File: src/rtl/uart_rx.sv
// UART receiver: 16x oversampled, mid-bit sampling, 8N1 frames with one-clk valid/error strobes.
// Optional parity bit between data and stop when UART_RX_PARITY_EN is defined.
module uart_rx #(
    parameter int unsigned SYNC_STAGES = 2,
    parameter int unsigned PARITY_ODD  = 0
) (
    input  logic       clk,
    input  logic       rst_n,
    input  logic       baud_tick_16x,
    input  logic       rx_line,
    output logic [7:0] rx_data,
    output logic       rx_valid,
    output logic       rx_busy,
    output logic       frame_err,
    output logic       parity_err
);

    typedef enum logic [2:0] {
        StIdle,
        StStart,
        StData,
        StParity,
        StStop,
        StWaitIdle
    } state_e;

    state_e state_q, state_d;

    logic [SYNC_STAGES-1:0] sync_q;
    logic                   rx_s;

    logic [3:0] cnt_q, cnt_d;
    logic [2:0] bit_cnt_q, bit_cnt_d;
    logic [7:0] shift_q, shift_d;
    logic [7:0] data_q, data_d;
    logic       valid_q, valid_d;
    logic       ferr_q, ferr_d;
    logic       par_bad_q, par_bad_d;
    logic       perr_q, perr_d;

    always_ff @(posedge clk or negedge rst_n) begin
        if (!rst_n) begin
            sync_q <= '1;
        end else begin
            sync_q <= {sync_q[SYNC_STAGES-2:0], rx_line};
        end
    end

    assign rx_s = sync_q[SYNC_STAGES-1];

`ifdef UART_RX_PARITY_EN
    localparam logic ParOdd = (PARITY_ODD != 0);
`else
    logic unused_parity_odd;
    assign unused_parity_odd = ^PARITY_ODD;
`endif

    always_comb begin
        state_d   = state_q;
        cnt_d     = cnt_q;
        bit_cnt_d = bit_cnt_q;
        shift_d   = shift_q;
        data_d    = data_q;
        par_bad_d = par_bad_q;
        valid_d   = 1'b0;
        ferr_d    = 1'b0;
        perr_d    = 1'b0;

        if (baud_tick_16x) begin
            cnt_d = cnt_q + 4'd1;
            unique case (state_q)
                StIdle: begin
                    if (!rx_s) begin
                        state_d = StStart;
                    end
                end
                StStart: begin
                    // Mid start bit: a high line here was only a glitch.
                    if (cnt_q == 4'd7) begin
                        state_d   = rx_s ? StIdle : StData;
                        bit_cnt_d = 3'd0;
                        par_bad_d = 1'b0;
                    end
                end
                StData: begin
                    if (cnt_q == 4'd15) begin
                        shift_d   = {rx_s, shift_q[7:1]};
                        bit_cnt_d = bit_cnt_q + 3'd1;
                        if (bit_cnt_q == 3'd7) begin
`ifdef UART_RX_PARITY_EN
                            state_d = StParity;
`else
                            state_d = StStop;
`endif
                        end
                    end
                end
                StParity: begin
`ifdef UART_RX_PARITY_EN
                    if (cnt_q == 4'd15) begin
                        par_bad_d = rx_s != ((^shift_q) ^ ParOdd);
                        state_d   = StStop;
                    end
`else
                    state_d = StIdle;
`endif
                end
                StStop: begin
                    if (cnt_q == 4'd15) begin
                        perr_d = par_bad_q;
                        if (rx_s) begin
                            state_d = StIdle;
                            if (!par_bad_q) begin
                                data_d  = shift_q;
                                valid_d = 1'b1;
                            end
                        end else begin
                            // Stop bit low: wait for the line to go idle so a break is one error.
                            state_d = StWaitIdle;
                            ferr_d  = 1'b1;
                        end
                    end
                end
                StWaitIdle: begin
                    if (rx_s) begin
                        state_d = StIdle;
                    end
                end
                default: state_d = StIdle;
            endcase
            if (state_d != state_q) begin
                cnt_d = 4'd0;
            end
        end
    end

    always_ff @(posedge clk or negedge rst_n) begin
        if (!rst_n) begin
            state_q   <= StIdle;
            cnt_q     <= 4'd0;
            bit_cnt_q <= 3'd0;
            shift_q   <= 8'h00;
            data_q    <= 8'h00;
            valid_q   <= 1'b0;
            ferr_q    <= 1'b0;
            par_bad_q <= 1'b0;
            perr_q    <= 1'b0;
        end else begin
            state_q   <= state_d;
            cnt_q     <= cnt_d;
            bit_cnt_q <= bit_cnt_d;
            shift_q   <= shift_d;
            data_q    <= data_d;
            valid_q   <= valid_d;
            ferr_q    <= ferr_d;
            par_bad_q <= par_bad_d;
            perr_q    <= perr_d;
        end
    end

    assign rx_data   = data_q;
    assign rx_valid  = valid_q;
    assign rx_busy   = (state_q != StIdle);
    assign frame_err = ferr_q;
`ifdef UART_RX_PARITY_EN
    assign parity_err = perr_q;
`else
    assign parity_err = 1'b0;
    logic unused_perr;
    assign unused_perr = perr_q ^ par_bad_q;
`endif

endmodule

File: config.mk
export PLATFORM = sky130hd
export DESIGN_NAME = uart_rx
export DESIGN_NICKNAME = d
export VERILOG_FILES = /design/src/rtl/uart_rx.sv
export SDC_FILE = /design/constraint.sdc
export NUM_CORES = 1
export LEC_CHECK = 0
export CAP_MARGIN = 5
export CELL_PAD_IN_SITES_DETAIL_PLACEMENT = 1
export CELL_PAD_IN_SITES_GLOBAL_PLACEMENT = 1
export CORE_MARGIN = 4
export CORE_UTILIZATION = 50
export CTS_BUF_LIST = sky130_fd_sc_hd__clkbuf_8
export DETAILED_ROUTE_END_ITERATION = 6
export PLACE_DENSITY_LB_ADDON = 0.1
export SYNTH_ARGS = -nofsm -noshare
export SYNTH_HDL_FRONTEND = slang
export SYNTH_SLANG_ARGS = --single-unit
File: constraint.sdc
create_clock -name clk -period 2.7 [get_ports clk]
set_input_delay 0.27 -clock clk [delete_from_list [all_inputs] [get_ports clk]]
set_output_delay 0.27 -clock clk [all_outputs]
set_load 0.02 [all_outputs]
# Yosys cells after proc, flatten, opt, wreduce, memory -nomap -nowiden
# Cells that the tools add are included.
# word_totals
register_bits	30
wordCells	48
# op_classes
add_sub_neg	2
eq_ne	10
mux	22
n_reduce_logical	6
# op_table
op	n
2-to-1 mux 3 bit	10
case mux 3 bit (5 select lines)	1
== test 3 bit (second input constant)	3
2-to-1 mux 1 bit	8
AND reduction 4 bit	2
case mux 3 bit (2 select lines)	1
adder 4 x 1 -> 4 bit (second input constant)	1
== test 4 x 3 -> 1 bit (second input constant)	1
== test 4 bit (second input constant)	1
2-to-1 mux 4 bit	1
!= test 2 bit (second input constant)	2
adder 3 x 1 -> 3 bit (second input constant)	1
== test 3 x 1 -> 1 bit (second input constant)	1
== test 3 x 2 -> 1 bit (second input constant)	1
zero test 3 bit	1
!= test 3 bit	1
AND reduction 3 bit	1
nonzero test 3 bit	1
2-to-1 mux 2 bit	1
nonzero test 2 bit	1

# Logic depth before layout (Yosys ltp)
# Gate-level depths: netlist (run 1).
# depth
word_depth	7
mapped_depth	7
mapped_depth_nobuf	7

# Worst setup path before layout (run 1)
# OpenSTA, ideal clock, no wires.
# synth_timing
path_kind	register to register
start	register cnt_q[0]
end	register cnt_q[3]
arrival_time_ns	1.587
t_required_ns	2.618
setup_slack_ns	1.031
path_stages_with_launch	7
path_buffers	0
synth_period_minus_slack_ns	1.669
cell_sequence	dfrtp_1 -> ha_1 -> a31oi_1 -> o221ai_1 -> a221oi_2 -> a21oi_1 -> o22ai_1
# synth_via
elab_chain_len	6
word_cells_on_any_way	10
# synth_rtl
element	line_no	source
from (decl)	32	logic [3:0] cnt_q, cnt_d;
from (signal assigned)	150	cnt_q <= cnt_d;
== test 4 bit or == test 4 x 3 -> 1 bit (tied branches)	86, 109, 79	
2-to-1 mux 3 bit (on tied branches)	109, 79, 86	
case mux 3 bit (5 select lines)	71	unique case (state_q)
2-to-1 mux 3 bit	69	if (baud_tick_16x) begin
!= test 3 bit	131	if (state_d != state_q) begin
2-to-1 mux 4 bit *	131	
# Mark *: on every way between the ends. The rest lies on a longest branch, timed or not. The select of a mux whose other input is x is not followed.
# A chain may end at the register's enable or synchronous reset.

# Final worst setup path (run 1)
# layout_timing
start	register state_q[2]
end	output port rx_busy
# layout_via
elab_chain_len	1
# layout_rtl
element	line_no	source
from (decl)	27	state_e state_q, state_d;
from (signal assigned)	139	state_q <= StIdle;
from (signal assigned)	149	state_q <= state_d;
nonzero test 3 bit	163	assign rx_busy = (state_q != StIdle);
to (decl)	13	output logic rx_busy,
# Every way passes these cells.

==> impl_metrics.yaml, run 1 <==
setup_path:
  ff2ff_path_depth: 5
  worstPathRequired_ps: 2430
  cp-endpoint: "rx_busy"
  crit_type: "reg2out"
  cp_num_buf_inv: 1
  crit_chain: "nor2_1 -> nand2_1 -> clkdlybuf4s50_1"
  critPathCaptureType: "output port"
  cp-startpoint: "state_q[2]$_DFFE_PN0P_"
  r2r-start: "cnt_q[0]$_DFFE_PN0P_"
  crit_cells: 3
  cp_top_family: "buffers and inverters"
  slowest_delay_ps: 560
  path_max_fanout: 10
  arrival_ps: 1830
  reg2reg_slack_ps: 730
  reg2reg_to: "rx_data[7]$_DFFE_PN0P_"
  startpoint_type: "flip-flop"
  cp_slowest_cell: "clkdlybuf4s50_1"
routing:
  wire_per_inst_um: 17.7
  wirelength_um: 3000
  num_vias: 981
  drtIter0Drc: 60
  antenna_left: 0
  firstDrtPassIters: 4
  vias_per_cell: 5.80
  drc_errors: 0
clock_tree:
  cts_resized: 0
  cts-htree-levels: 2
  clock_sinks: 30
  cts_buffers: 5
  cts_hold_buf: 0
  clk_path_buf_depth: 2
  cts_root_buffer: "clkbuf_8"
  clkTransAtPathRegs_ps: 60
  insertion_delay_ps: 280
  cts_tree: "done"
  post_cts_buffers: 0
pwr:
  ir_drop_mv: 0.582
  finalPower_w: 0.00123
  p_leak_nw: 0.797
  pwr_density_cell_nw_per_um2: 738
global_route:
  grt_pass1_vias: 1083
  antenna_found_initial: 0
  grt_max_degree: 31
  grt_util_all_layers: 0.199
  grt_pass1_wl_um: 5260
  gr-total-overflow: 0
die:
  rows: 19
  core_um2: 2760
  die_area_um2: 3800
  initial_core_util: 0.522
  io-pin-count: 16
  die_x_um: 61.6
  die_h_um: 61.6
placement:
  dpl_cell_area_um2: 1570
  place_ws_ps: 624
  gp_congestion: 0.849
  dp_hpwl_um: 2060
  port_buffers: 14
cells_and_area:
  num-fill-cells: 288
  layout-drive-gt1-share: 0.275
  synthToLayoutAreaGrowth_pct: 16.0
  fin_nets: 144
  n_antenna_cell: 0
  ff_latch_area_um2: 753
  multiInputGateArea_um2: 599
  stdcell_area_um2: 1670
run_status:
  status: "finished clean"
sta:
  fin_ws_ps: 596
  tns_ps: 0
  max_freq_ghz: 0.475
  rsz0062_at_grt: "false"
  skew_ps: 4.43
  finalCritPeriodShare: 0.779
  setup_viol: 0
  finalMaxSlewViolations: 0
  period_minus_slack_ps: 2100
  hold_violations: 0
synthesis:
  ys_types: 40
  synthesis.nets: 127
  yosys_register_bits: 30
  avgSynthCellArea_um2: 12.0
  seq_area_frac_synth: 0.523
  synthCells: 120
  synth.cell_area_um2: 1440
  ys.warnings.count: 0
hold_path:
  hold_class: "reg2reg"
  hold_depth: 0
run:
  maxCapViolCount: 0
[report_power, final]
part	switching, W	internal, W	total, W
registers	0.0000766	0.000492	0.000568
logic	0.000168	0.000127	0.000295
clock network	0.000165	0.000204	0.000369
total	0.000409	0.000823	0.00123
[through the flow]
step,hold WS (ps),instances,utilization
after floorplan,-25.6,120,-
after global placement,345,161,0.571
after detailed placement,352,161,0.571
after CTS,363,169,0.605
after global routing,368,169,0.605
final,363,169,0.605
[sequential cells by signal (all words and copies together) (netlist names)]
register and count:
frame_err 1, state_q 3, shift_q 8, bit_cnt_q 3
rx_valid 1, cnt_q 4, rx_data 8, sync_q 2
[placed cells by master (no fill, tap or decap), types with 2 or more instances in the layout]
cell type / instances
and3_2: 2
o21ai_0: 8
clkbuf_8: 6
clkdlybuf4s50_1: 14
ha_1: 3
nor3_1: 2
nand3_1: 3
nand2_1: 8
dfstp_2: 2
a21oi_1: 3
dfrtp_1: 28
mux2_2: 18
inv_1: 7
nor2_1: 7
[layout make-up]
cell class	instances	share of cell area
sequential	30	0.451
multi-input combinational	77	0.359
timing repair buffer	15	0.0885
clock buffer	6	0.0495
tap	31	0.0232
inverter	8	0.0210
clock inverter	2	0.00750
[worst register-to-register path, delay by kind of cell (launching register included)]
kind	cells	cell delay, ps
fa+ha+maj	1	330
flops	1	390
mux	1	350
simple gates	3	770
[worst min-delay path by stage]
stage                              from                       end
CTS                 sync_q[0]$_DFF_PN1_       sync_q[1]$_DFF_PN1_
detailed placement  sync_q[0]$_DFF_PN1_       sync_q[1]$_DFF_PN1_
floorplan                         rst_n  bit_cnt_q[0]$_DFFE_PN0P_
global route        sync_q[0]$_DFF_PN1_       sync_q[1]$_DFF_PN1_
global placement    sync_q[0]$_DFF_PN1_       sync_q[1]$_DFF_PN1_
finish              sync_q[0]$_DFF_PN1_       sync_q[1]$_DFF_PN1_
[routing by layer]
layer / up-vias / part of all wire / wire [µm] / track usage
met4: 0 / 0.014 / 42 / 0.0909
li1: 459 / - / - / -
met1: 501 / 0.45 / 1350 / 0.243
met2: 13 / 0.49 / 1480 / 0.315
met3: 8 / 0.041 / 122 / 0.0692
met5: - / 0 / 0 / 0
[cells in the mapped netlist (all sizes together)]
library cell / count / area, µm²
o21ai: 10 / 53.8
clkbuf: 2 / 27.5
dfstp: 2 / 52.6
o22ai: 1 / 6.26
and2: 1 / 6.26
nand4: 1 / 12.5
nor4: 1 / 6.26
mux2i: 1 / 10.0
o31a: 1 / 8.76
buf: 3 / 23.8
o41ai: 1 / 8.76
a21oi: 3 / 15.0
dfrtp: 28 / 701
or3: 1 / 6.26
nand3: 4 / 25.0
conb: 1 / 3.75
a31oi: 1 / 6.26
or2b: 1 / 8.76
mux2: 18 / 203
nor4b: 1 / 23.8
nand2: 8 / 30.0
nor2: 7 / 26.3
and3: 3 / 21.3
a221oi: 1 / 15.0
and4b: 1 / 10.0
ha: 3 / 37.5
o311ai: 1 / 8.76
nor4bb: 1 / 10.0
nand2b: 1 / 6.26
nor3: 2 / 10.0
o221ai: 1 / 8.76
inv: 8 / 35.0
nand4bb: 1 / 11.3
[logic make-up (layout without fill, tap and decap cells)]
family	count (synthesis)	in the layout	share of synthesized area
AO/OA/AOI/OAI	20	20	0.0913
adder cells (fa/ha/maj)	3	3	0.0261
buffers and inverters	13	31	0.0600
flip-flops	30	30	0.523
multiplexers	19	19	0.148
other	1	1	0.00261
AND/OR/NAND/NOR	34	34	0.149
(Power assumes the default switching activity.)
==> inputs of run 2 (changes only) <==
CORE_UTILIZATION = 42   (was 50)
clock period = 1.86 ns   (was 2.7 ns; I/O delays follow)
==> run 2 against run 1 <==
Compared with the run above:
- clock skew increased by 2.6 ps
- wire length increased by 11%
- register-to-register slack got worse by 620 ps
- critical path depth increased by 2
==> impl_metrics.yaml, run 2 (synthesis gave the netlist of run 1 again) <==
placement:
  dp_hpwl_um: 2350
  gp_congestion: 0.888
  port_buffers: 14
  place_ws_ps: -0.915
  dp_cells: 187
pwr:
  finalPower_w: 0.00198
  pwr_density_cell_nw_per_um2: 1080
  ir_drop_mv: 0.738
  p_leak_nw: 0.883
setup_path:
  reg2reg_to: "bit_cnt_q[0]$_DFFE_PN0P_"
  ff2ff_path_depth: 5
  reg2reg_slack_ps: 110
  arrival_ps: 1920
  cp-endpoint: "bit_cnt_q[0]$_DFFE_PN0P_"
  startpoint_type: "flip-flop"
  crit_type: "reg2reg"
  path_max_fanout: 6
  critPathCaptureType: "flip-flop"
  worstPathRequired_ps: 2030
  cp-startpoint: "state_q[1]$_DFFE_PN0P_"
  r2r-start: "state_q[1]$_DFFE_PN0P_"
clock_tree:
  insertion_delay_ps: 280
  clock_sinks: 30
  clkTransAtPathRegs_ps: 60
  cts_tree: "done"
  cts-htree-levels: 2
  cts_root_buffer: "clkbuf_8"
  clk_path_buf_depth: 2
  cts_buffers: 5
  cts_hold_buf: 0
routing:
  vias_per_cell: 5.34
  drc_errors: 0
  antenna_left: 0
  drtIter0Drc: 37
  firstDrtPassIters: 4
  wirelength_um: 3320
  wire_per_inst_um: 16.8
  num_vias: 1051
cells_and_area:
  n_antenna_cell: 0
  final-instance-count-excl-fill: 197
  final_cell_mix: "dfrtp_1, mux2_2, buf_4"
  final_common_cell: "dfrtp_1"
  fin_nets: 159
  layout-drive-gt1-share: 0.366
  synthToLayoutAreaGrowth_pct: 27.9
sta:
  setup_viol: 0
  max_freq_ghz: 0.571
  period_minus_slack_ps: 1750
  skew_ps: 7.00
  fin_ws_ps: 109
  rsz0062_at_grt: "false"
  finalCritPeriodShare: 0.941
  hold_violations: 0
  finalMaxSlewViolations: 0
die:
  rows: 20
  core_um2: 3150
  die_x_um: 66.5
  io-pin-count: 16
  initial_core_util: 0.456
  die_h_um: 66.5
  die_area_um2: 4430
global_route:
  grt_util_all_layers: 0.182
  grt_pass1_vias: 1170
  grt_pass1_wl_um: 5780
  antenna_found_initial: 0
  grt_max_degree: 31
  gr-total-overflow: 0
run:
  maxCapViolCount: 0
run_status:
  status: "finished clean"
hold_path:
  hold_class: "in2async"
==> run 2: cell type report <==
class / instances / area (µm²)
well taps: 44 / 55.1
flip-flops and latches: 30 / 754
fillers: 343 / 1310
inverters: 8 / 35.0
repair buffers: 30 / 263
clock inverters: 2 / 7.51
clock buffers: 6 / 82.6
multi-input cells: 77 / 643
==> run 2: repair_timing <==
item	in CTS	in global routing
pin swaps	2	2
endpoints found under the setup margin	11	16
buffers inserted	2	0
resized for setup	2	9
==> run 2: report_power, final <==
part	total [W]	internal (W)	switching [W]
clock	0.000530	0.000290	0.000240
combinational	0.000631	0.000306	0.000325
sequential	0.000822	0.000716	0.000106
==> run 2: per-stage QoR <==
step	hold slack (ps)	setup TNS, ps	utilization	cell area [µm²]
3_5_place_dp	348	-0.915	0.535	1690
6_report	295	0	0.584	1840
4_1_cts	302	0	0.571	1800
3_3_place_gp	345	0	0.535	1690
5_1_grt	318	0	0.584	1840
2_1_floorplan	-110	0	-	1440
==> run 2: worst max-delay path, cell delays in order (launching register included) <==
cell	delay, ps
dfrtp_1	430
inv_6	60
or3_1	380
o21ai_2	80
nor4b_4	320
mux2_2	370
==> run 2: worst min-delay path by stage <==
stage,to,cells after the start
6_report,state_q[1]$_DFFE_PN0P_,2
3_5_place_dp,sync_q[1]$_DFF_PN1_,0
4_1_cts,sync_q[0]$_DFF_PN1_,1
2_1_floorplan,bit_cnt_q[0]$_DFFE_PN0P_,0
5_1_grt,sync_q[0]$_DFF_PN1_,1
3_3_place_gp,sync_q[1]$_DFF_PN1_,0
==> run 2: layer usage <==
metal	wire (µm)	track usage	vias to the layer above
li1	-	-	488
met1	1470	0.217	537
met2	1640	0.294	22
met3	144	0.0523	4
met4	59	0.0964	0
met5	0	0	-
==> inputs of run 3 (changes only) <==
--- a/config.mk
+++ b/config.mk
@@ -15,2 +15,3 @@
 export PLACE_DENSITY_LB_ADDON = 0.1
+export SLEW_MARGIN = 40
 export SYNTH_ARGS = -nofsm -noshare
--- a/constraint.sdc
+++ b/constraint.sdc
@@ -3,2 +3,2 @@
 set_output_delay 0.186 -clock clk [all_outputs]
-set_load 0.02 [all_outputs]
+set_load 0.005 [all_outputs]
==> run 3 against run 2 <==
Compared with the run above:
- clock power hardly changed
- non-clock buffer count did not move
- setup slack better by 1.5 ps
- register-to-register slack is essentially flat
- wire length is 0.12% lower
- via count increased by 0.76%
- combinational power down 2%
- worst hold slack barely moved
- cell area decreased by 0.14%
- total power down 0.77%
- sequential cell count unchanged
- clock skew up 0.68 ps
- largest power group unchanged
==> impl_metrics.yaml, run 3 (synthesis gave the netlist of run 1 again) <==
setup_path:
  path_max_fanout: 6
  cp_top_family: "simple AND/OR/NAND/NOR gates"
  r2r-start: "state_q[1]$_DFFE_PN0P_"
  crit_chain: "inv_6 -> or3_1 -> o21ai_2 -> nor4b_4 -> mux2_2"
  cp-endpoint: "bit_cnt_q[0]$_DFFE_PN0P_"
  cp_num_buf_inv: 1
  ff2ff_path_depth: 5
  arrival_ps: 1920
  crit_cells: 5
  cp_slowest_cell: "dfrtp_1"
  reg2reg_to: "bit_cnt_q[0]$_DFFE_PN0P_"
  crit_type: "reg2reg"
  critPathCaptureType: "flip-flop"
  cp-startpoint: "state_q[1]$_DFFE_PN0P_"
  startpoint_type: "flip-flop"
  reg2reg_slack_ps: 110
  worstPathRequired_ps: 2030
  slowest_delay_ps: 430
routing:
  vias_per_cell: 5.38
  drtIter0Drc: 38
  antenna_left: 0
  num_vias: 1059
  drc_errors: 0
  wire_per_inst_um: 16.8
  wirelength_um: 3310
  firstDrtPassIters: 4
sta:
  rsz0062_at_grt: "false"
  max_freq_ghz: 0.572
  finalCritPeriodShare: 0.941
  finalMaxSlewViolations: 0
  skew_ps: 7.68
  hold_violations: 0
  holdWs_ps: 295
  period_minus_slack_ps: 1750
  setup_viol: 0
  tns_ps: 0
global_route:
  grt_pass1_wl_um: 5800
  antenna_found_initial: 0
  grt_max_degree: 31
  grt_pass1_vias: 1172
  gr-total-overflow: 0
  grt_util_all_layers: 0.182
die:
  die_x_um: 66.5
  io-pin-count: 16
  die_area_um2: 4430
  initial_core_util: 0.456
  core_um2: 3150
  die_h_um: 66.5
  rows: 20
clock_tree:
  cts_root_buffer: "clkbuf_8"
  cts_tree: "done"
  cts-htree-levels: 2
  clkTransAtPathRegs_ps: 60
  clock_sinks: 30
  insertion_delay_ps: 280
  cts_hold_buf: 0
  cts_buffers: 5
  clk_path_buf_depth: 2
cells_and_area:
  num-fill-cells: 345
  final_common_cell: "dfrtp_1"
  synthToLayoutAreaGrowth_pct: 27.7
  final_cell_mix: "dfrtp_1, mux2_2, buf_4"
  layout-drive-gt1-share: 0.366
  final-instance-count-excl-fill: 197
  fin_nets: 159
  stdcell_area_um2: 1840
  n_antenna_cell: 0
placement:
  dp_hpwl_um: 2350
  dp_cells: 187
  gp_congestion: 0.888
  port_buffers: 14
  dpl_cell_area_um2: 1690
hold_path:
  hold_class: "in2async"
run:
  maxCapViolCount: 0
pwr:
  pwr_density_cell_nw_per_um2: 1070
  p_leak_nw: 0.877
  ir_drop_mv: 0.739
run_status:
  status: "finished clean"
run 3: cell count changes in the layout (fill, tap and decap cells not counted):
| cell | previous run | this run |
|---|---|---|
| dlymetal6s2s_1 | 1 | 0 |
| clkdlybuf4s50_1 | 13 | 14 |
run 3: layer usage:
| layer | vias to the layer above | part of all wire | GRT usage |
|---|---|---|---|
| met3 | 2 | 0.031 | 0.0523 |
| met5 | - | 0 | 0 |
| met2 | 21 | 0.51 | 0.294 |
| met4 | 0 | 0.0075 | 0.0964 |
| li1 | 486 | - | - |
| met1 | 550 | 0.46 | 0.218 |
run 3: worst min-delay path by stage:
stage	start	endpoint	slack, ps	depth (start not counted)
after floorplan	rst_n	bit_cnt_q[0]$_DFFE_PN0P_	-110	0
after global placement	sync_q[0]$_DFF_PN1_	sync_q[1]$_DFF_PN1_	350	0
after detailed placement	sync_q[0]$_DFF_PN1_	sync_q[1]$_DFF_PN1_	350	0
after CTS	rx_line	sync_q[0]$_DFF_PN1_	300	1
after global routing	rx_line	sync_q[0]$_DFF_PN1_	320	1
final	rst_n	state_q[1]$_DFFE_PN0P_	290	2
run 3: area by class of cell:
cell class              count  area [µm²]  share of cell area
flip-flops and latches     30         754               0.410
multi-input cells          77         643               0.350
repair buffers             30         260               0.142
clock buffers               6        82.6              0.0449
well taps                  44        55.1              0.0300
inverters                   8        35.0              0.0191
clock inverters             2        7.51             0.00408
run 3: worst reg2reg max path: cells and delay by family, from the launching register on:
family	cells	cell delay, ps
and+or+nand+nor	2	700
muxes	1	370
buffers and inverters	1	70
AOI/OAI and AO/OA	1	80
DFF	1	430
run 3: what timing repair did:
action	4_1_cts	5_1_grt
pin swaps	2	2
cloned	0	0
gates resized for setup	1	9
endpoints found under the setup margin	11	16
setup buffers	2	0
run 3: metrics by stage:
step	total power [W]	util	setup slack, ps
final	0.00197	0.583	111
after global routing	0.00210	0.583	27.8
after CTS	0.00191	0.569	9.08
after detailed placement	0.00136	0.535	-0.915
after global placement	0.00133	0.535	68.9
after floorplan	0.00113	-	191
run 3: report_power, final:
| part | internal, W | leakage, nW | switching (W) |
|---|---|---|---|
| sequential | 0.000716 | 0.402 | 0.000106 |
| clock | 0.000290 | 0.0538 | 0.000237 |
| combinational | 0.000308 | 0.422 | 0.000310 |
